<file path="src/rtl/vga_text_pkg.sv">
// Shared constants, pipeline stage records and colour palette for the text renderer.
package vga_text_pkg;

    localparam int COLS      = 80;
    localparam int ROWS      = 60;

    // Cell word layout: [6:0] char, [7] blink, [11:8] fg, [15:12] bg
    localparam int CHAR_LSB  = 0;
    localparam int CHAR_MSB  = 6;
    localparam int BLINK_BIT = 7;
    localparam int FG_LSB    = 8;
    localparam int BG_LSB    = 12;

    // Fields carried from S1 to S2
    typedef struct packed {
        logic [2:0] px;
        logic [2:0] py;
        logic       von;
        logic       hs;
        logic       vs;
        logic       cur;
    } s1_t;

    // Fields carried from S2 to S3
    typedef struct packed {
        logic       dot;
        logic [3:0] fg;
        logic [3:0] bg;
        logic       blk;
        logic       cur7;
        logic       von;
        logic       hs;
        logic       vs;
    } s2_t;

    // Idle sync level: high when syncs are active-low
    function automatic logic sync_idle(input logic active_low);
        return active_low;
    endfunction

    // idx[3] = intensity (F vs A), idx[2:0] = R,G,B enables; 8 is dark grey
    function automatic logic [11:0] palette(input logic [3:0] idx);
        logic [3:0] lvl;
        lvl = idx[3] ? 4'hF : 4'hA;
        if (idx == 4'h8)
            return 12'h555;
        return {idx[2] ? lvl : 4'h0, idx[1] ? lvl : 4'h0, idx[0] ? lvl : 4'h0};
    endfunction

endpackage

</file>
<file path="src/rtl/vga_blink_timer.sv">
// Counts vsync assertions and toggles the blink phase every BLINK_FRAMES frames.
module vga_blink_timer #(
    parameter int BLINK_FRAMES    = 30,
    parameter bit SYNC_ACTIVE_LOW = 1'b1
) (
    input  logic clk,
    input  logic rst_n,
    input  logic vsync_in,
    output logic blink_phase
);

    localparam int CW = (BLINK_FRAMES > 1) ? $clog2(BLINK_FRAMES) : 1;

    logic [CW-1:0] frame_cnt;
    logic          vs_act;
    logic          vs_act_q;
    logic          vs_rise;

    assign vs_act  = vsync_in ^ SYNC_ACTIVE_LOW;
    assign vs_rise = vs_act & ~vs_act_q;

    // Edge detect on the active sync level, count frames, toggle phase at wrap
    always_ff @(posedge clk) begin
        if (!rst_n) begin
            vs_act_q    <= 1'b0;
            frame_cnt   <= '0;
            blink_phase <= 1'b0;
        end else begin
            vs_act_q <= vs_act;
            if (vs_rise) begin
                if (frame_cnt == CW'(BLINK_FRAMES - 1)) begin
                    frame_cnt   <= '0;
                    blink_phase <= ~blink_phase;
                end else begin
                    frame_cnt <= frame_cnt + 1'b1;
                end
            end
        end
    end

endmodule

</file>
<file path="src/rtl/vga_text_render.sv">
// Three-stage character-mode pixel pipeline: cell fetch, font lookup, colour out.
module vga_text_render
    import vga_text_pkg::*;
#(
    parameter int BLINK_FRAMES    = 30,
    parameter bit SYNC_ACTIVE_LOW = 1'b1
) (
    input  logic        clk,
    input  logic        rst_n,
    input  logic [9:0]  h_cnt,
    input  logic [9:0]  v_cnt,
    input  logic        video_on,
    input  logic        hsync_in,
    input  logic        vsync_in,
    output logic [12:0] text_addr,
    input  logic [15:0] text_data,
    output logic [9:0]  font_addr,
    input  logic [7:0]  font_row,
    input  logic [6:0]  cur_x,
    input  logic [5:0]  cur_y,
    input  logic        cur_en,
    output logic [11:0] rgb,
    output logic        hsync,
    output logic        vsync
);

    localparam logic SYNC_IDLE = sync_idle(SYNC_ACTIVE_LOW);

    logic [6:0]  ccol;
    logic [5:0]  crow;
    logic [12:0] cell_addr;
    logic        cur_hit;
    logic        blink_phase;
    logic        on;
    logic        unused_vmsb;
    logic [1:0]  vld_pipe;
    s1_t         s1;
    s2_t         s2;

    // Only 480 visible lines, so the top line bit never selects a cell row
    assign unused_vmsb = v_cnt[9];

    assign ccol      = h_cnt[9:3];
    assign crow      = v_cnt[8:3];
    // Constant multiply by COLS reduces to shift-add; max 59*80+79 fits 13 bits
    assign cell_addr = 13'(crow) * 13'(COLS) + 13'(ccol);
    // Out-of-range cursor positions are suppressed so blanking columns never match
    assign cur_hit   = cur_en && (cur_x < 7'(COLS)) && (cur_y < 6'(ROWS)) &&
                       (ccol == cur_x) && (crow == cur_y);

    vga_blink_timer #(
        .BLINK_FRAMES    (BLINK_FRAMES),
        .SYNC_ACTIVE_LOW (SYNC_ACTIVE_LOW)
    ) u_blink (
        .clk         (clk),
        .rst_n       (rst_n),
        .vsync_in    (vsync_in),
        .blink_phase (blink_phase)
    );

    // S1: issue text RAM address, capture pixel position, cursor match and syncs
    always_ff @(posedge clk) begin
        if (!rst_n) begin
            text_addr <= '0;
            vld_pipe  <= '0;
            s1        <= '{px: 3'd0, py: 3'd0, von: 1'b0, hs: SYNC_IDLE, vs: SYNC_IDLE, cur: 1'b0};
        end else begin
            text_addr <= cell_addr;
            vld_pipe  <= {vld_pipe[0], 1'b1};
            s1        <= '{px: h_cnt[2:0], py: v_cnt[2:0], von: video_on,
                           hs: hsync_in, vs: vsync_in, cur: cur_hit};
        end
    end

    assign font_addr = {text_data[CHAR_MSB:CHAR_LSB], s1.py};

    // S2: pick the dot from the font row and latch the cell attributes
    always_ff @(posedge clk) begin
        if (!rst_n) begin
            s2 <= '{dot: 1'b0, fg: 4'h0, bg: 4'h0, blk: 1'b0, cur7: 1'b0,
                    von: 1'b0, hs: SYNC_IDLE, vs: SYNC_IDLE};
        end else begin
            s2 <= '{dot:  font_row[3'd7 - s1.px],
                    fg:   text_data[FG_LSB +: 4],
                    bg:   text_data[BG_LSB +: 4],
                    blk:  text_data[BLINK_BIT],
                    cur7: s1.cur && (s1.py == 3'd7),
                    von:  s1.von,
                    hs:   s1.hs,
                    vs:   s1.vs};
        end
    end

    // Blink-char hides the glyph in the off phase; the cursor underline wins over it
    always_comb begin
        on = s2.dot;
        if (s2.blk && blink_phase)
            on = 1'b0;
        if (s2.cur7 && blink_phase)
            on = 1'b1;
    end

    // S3: colour lookup, blanking, and sync outputs aligned with rgb
    always_ff @(posedge clk) begin
        if (!rst_n) begin
            rgb   <= '0;
            hsync <= SYNC_IDLE;
            vsync <= SYNC_IDLE;
        end else begin
            rgb   <= (vld_pipe[1] && s2.von) ? palette(on ? s2.fg : s2.bg) : 12'h000;
            hsync <= s2.hs;
            vsync <= s2.vs;
        end
    end

endmodule

</file>
<file path="config.mk">
export PLATFORM = sky130hd
export DESIGN_NAME = vga_text_render
export DESIGN_NICKNAME = d
export VERILOG_FILES = /design/src/rtl/vga_text_pkg.sv /design/src/rtl/vga_blink_timer.sv /design/src/rtl/vga_text_render.sv
export SDC_FILE = /design/constraint.sdc
export NUM_CORES = 1
export LEC_CHECK = 0
export BUFFER_PORTS_ARGS = -buffer_cell sky130_fd_sc_hd__buf_2
export CORE_MARGIN = 2
export CORE_UTILIZATION = 43
export DETAILED_ROUTE_END_ITERATION = 10
export PLACE_DENSITY_LB_ADDON = 0.25
export SLEW_MARGIN = 25
export SYNTH_ARGS = -nofsm -noshare
export SYNTH_HDL_FRONTEND = slang
export SYNTH_SLANG_ARGS = --single-unit
</file>
<file path="constraint.sdc">
create_clock -name clk -period 1.75 [get_ports clk]
set_input_delay 0.0875 -clock clk [delete_from_list [all_inputs] [get_ports clk]]
set_output_delay 0.0875 -clock clk [all_outputs]
set_load 0.05 [all_outputs]
</file>
==> out/qor.log <==
[run_status] outcome completed
[cts] clock slew seen by the registers of the worst setup and hold paths 70 ps
[drt] drt initial violations 38
[drt] detailed-route wire length per cell 11.5 um
[cts] clock tree buffer depth 2
[pwr] Switching Share 0.261
[pwr] internal power consumption 2.48 mW
[cells_and_area] NumNets Final 432
[cts] CTS-repair resized insts 0
[pwr] total power of the final layout 3.35 mW
[setup_path] cell mode on critical path ha_1
[cts] later-pin clock latency in the skew report 330 ps
[floorplanning] Die H 79.8 um
[sta] hold slack final 22.1 ps
[setup_path] Worst path top cell family by delay adder cells
[pwr] Max IR drop VDD 0.000545 V
[placed_design] minimum setup slack after placement -174 ps
[sta] minimum period implied by the final worst setup slack 1580 ps
[global_route] pin count of the biggest net entering global routing 22
[sta] Worst-Margin Slew 373 ps
[pwr] power density over the cells 999 nW/um2
[setup_path] cell at the slowest stage of the critical path fa_2
[pwr] logic gate share of total power 0.181
[placed_design] IO Port Bufs 84
[cells_and_area] Inserted Diodes 0
[synth] post-synthesis average cell area 9.96 um2
[cts] CTS Hold Bufs 21
[cts] TritonCTS Sinks 57
[setup_path] data required time at the worst endpoint 2020 ps
[pwr] reported leakage power 1.58 nW
[synth] Cells after Synth 248
[placed_design] half-perimeter wire length after placement 3.73 mm
[global_route] total overflow reported by the global router 0
[flow_run] number of maximum-capacitance violations 0
[setup_path] CP Capture Type flop
[sta] Post-Route Skew 6.57 ps
[cts] number of levels the H-tree was split into 3
[sta] final setup vio count 0
[synth] distinct cell type count after synthesis 36
[drt] via density per instance 4.71
[synth] combined area of all synthesized cells 2470 um2
[setup_path] biggest fanout along the worst timing path 3
[synth] number of warnings printed during yosys synthesis 0
[setup_path] launching instance or port of the critical path v_cnt[4]
[global_route] vias in the first global route 1997
[cells_and_area] Area Overhead vs Synth 35.7%
[cells_and_area] end-of-flow core utilization 0.605
[min_path] type of the tightest min-delay check in2reg
[placed_design] RePlAce Congestion 0.829
[floorplanning] io pins 100
[global_route] number of antenna violations at the first check in global routing 0
[cells_and_area] ratio of cells with drive above 1 in the final layout 0.326
[pwr] sw power 873 uW
[setup_path] slowest cell delay on critical path 350 ps
[floorplanning] area enclosed by the die boundary 6370 um2
[setup_path] critical path startpoint category input pin
[drt] Residual DRC 0
[setup_path] worst path bufs/invs 1
[drt] Routed WL 4.98 mm
[global_route] GRT Util Overall 0.177
[drt] DRT antenna net count 0
[floorplanning] initial core utilization 0.446
[global_route] first-pass GRT wire length 8.58 mm
[synth] net count of the mapped netlist 326
[setup_path] type of the worst setup path in2reg
[sta] unrepaired setup endpoints after global routing false
[cells_and_area] area of the multi-input gates 1180 um2
[synth] Seq/Total Area, Yosys 0.462
[drt] detailed-router iteration count before antenna repair 4
[cts] CTS tree built
[sta] Max-slew headroom 0.749
[setup_path] arrival time reported for the critical path endpoint 1850 ps
[pwr] sequential power share 0.420
[cts] number of CTS-inserted buffers 9
[sta] maximum achievable frequency 632 MHz
[sta] PnR worst setup slack 168 ps
[floorplanning] CORE AREA 5540 um2
[floorplanning] horizontal die dimension 79.8 um
[pwr] clock power share 0.399
[cts] Setup Fix Bufs, Post-CTS 0
[synth] number of storage elements in the synthesis netlist 57
[sta] max-slew violations 0
[setup_path] cells along the critical path buf_2, ha_1, ha_1, fa_2, a21o_1, a21oi_1, xnor2_1, nand3_1, a21boi_1
[sta] final clock period utilization by the worst path 0.904
[drt] total vias in the final route 2028
[cts] clk root buf clkbuf_8
[cells_and_area] number of fillers in the final layout 518
[sta] Final Hold Violating Endpoints 0
[cells_and_area] register area 1140 um2
[setup_path] startpoint of the worst register-to-register path s2[13]
[floorplanning] num rows 27
[min_path] startpoint of the worst hold path h_cnt[6]
power by group through the flow:
stage	sequential, mW	combinational, mW	clock, mW
floorplan	1.54	0.322	0
global placement	1.43	0.563	0
detailed placement	1.43	0.572	0
CTS	1.41	0.612	1.39
global route	1.41	0.669	1.44
finish	1.41	0.607	1.34
path summary, 6_finish.rpt:
check                           slack (ps)  cells after the start             to
worst max-delay path                   170                      9  text_addr[12]
worst min-delay path                    20                      2   text_addr[3]
worst max register to register         410                      5         rgb[2]
worst min register to register         410                      1          vsync
through the flow:
step                area (um2)  std cells  TNS (ps)
finish                    3350        431         0
global placement          2920        394      -422
floorplan                 2470        248         0
CTS                       3350        431         0
global route              3350        431         0
detailed placement        2920        394      -513
layout make-up:
class                           instances  area share
Sequential cell                        57       0.340
Clock buffer                           11      0.0422
Inverter                                6     0.00672
Multi-Input combinational cell        166       0.352
Tap cell                               72      0.0269
Clock inverter                          5      0.0235
Timing Repair Buffer                  114       0.208
Yosys cell counts (all sizes together):
cell type / count / share of area
nand4: 3 / 0.0076
fa: 2 / 0.016
nand3: 5 / 0.010
nand2b: 8 / 0.020
nand2: 14 / 0.021
buf: 15 / 0.046
xnor2: 12 / 0.043
o22ai: 7 / 0.018
mux4: 2 / 0.018
or2: 1 / 0.0035
inv: 6 / 0.0091
and3: 2 / 0.0051
o21ai: 4 / 0.0081
a211o: 3 / 0.012
dfxtp: 57 / 0.46
a21o: 3 / 0.0091
and2: 28 / 0.071
a21oi: 8 / 0.018
nor4: 2 / 0.0051
nor3: 1 / 0.0020
nor3b: 1 / 0.0030
clkbuf: 4 / 0.0061
ha: 13 / 0.066
nor2b: 6 / 0.015
xor2: 11 / 0.039
mux2i: 3 / 0.012
nor2: 20 / 0.031
a2bb2oi: 1 / 0.0035
a211oi: 4 / 0.012
o221ai: 1 / 0.0035
a21boi: 1 / 0.0030
placed cells by master, fill, tap and decap left out, types with 8 or more instances in the layout:
cell type and instances:
buf_2 84, xnor2_1 12, nand2_1 14, clkbuf_8 10
ha_1 13, buf_4 9, and2_1 28, xor2_1 11
nor2_1 19, dlygate4sd3_1 21, nand2b_1 8, dfxtp_1 57
kinds of logic (layout without fill, tap and decap cells):
| group | after synthesis | count (layout) | synth area share |
|---|---|---|---|
| AO/OA/AOI/OAI | 32 | 32 | 0.0871 |
| XOR/XNOR | 23 | 23 | 0.0816 |
| adder cells (fa/ha/maj) | 15 | 15 | 0.0821 |
| buffers and inverters | 25 | 136 | 0.0613 |
| flip-flops | 57 | 57 | 0.462 |
| multiplexers | 5 | 5 | 0.0304 |
| AND/OR/NAND/NOR | 91 | 91 | 0.196 |
per-layer routing:
layer	part of all wire	vias up	global-route usage	wire length [um]
li1	-	1030	-	-
met1	0.43	919	0.193	2140
met2	0.49	72	0.312	2450
met3	0.066	7	0.0690	331
met4	0.012	0	0.0627	59
met5	0	-	0	0
registers in the layout, summed over array words and instances, names as in the netlist, 2 cells and up:
| register | flops |
|---|---|
| u_blink.frame_cnt | 5 |
| s1 | 7 |
| rgb | 9 |
| font_addr | 3 |
| text_addr | 13 |
| s2 | 14 |
| vld_pipe | 2 |
(Power assumes the default switching activity.)
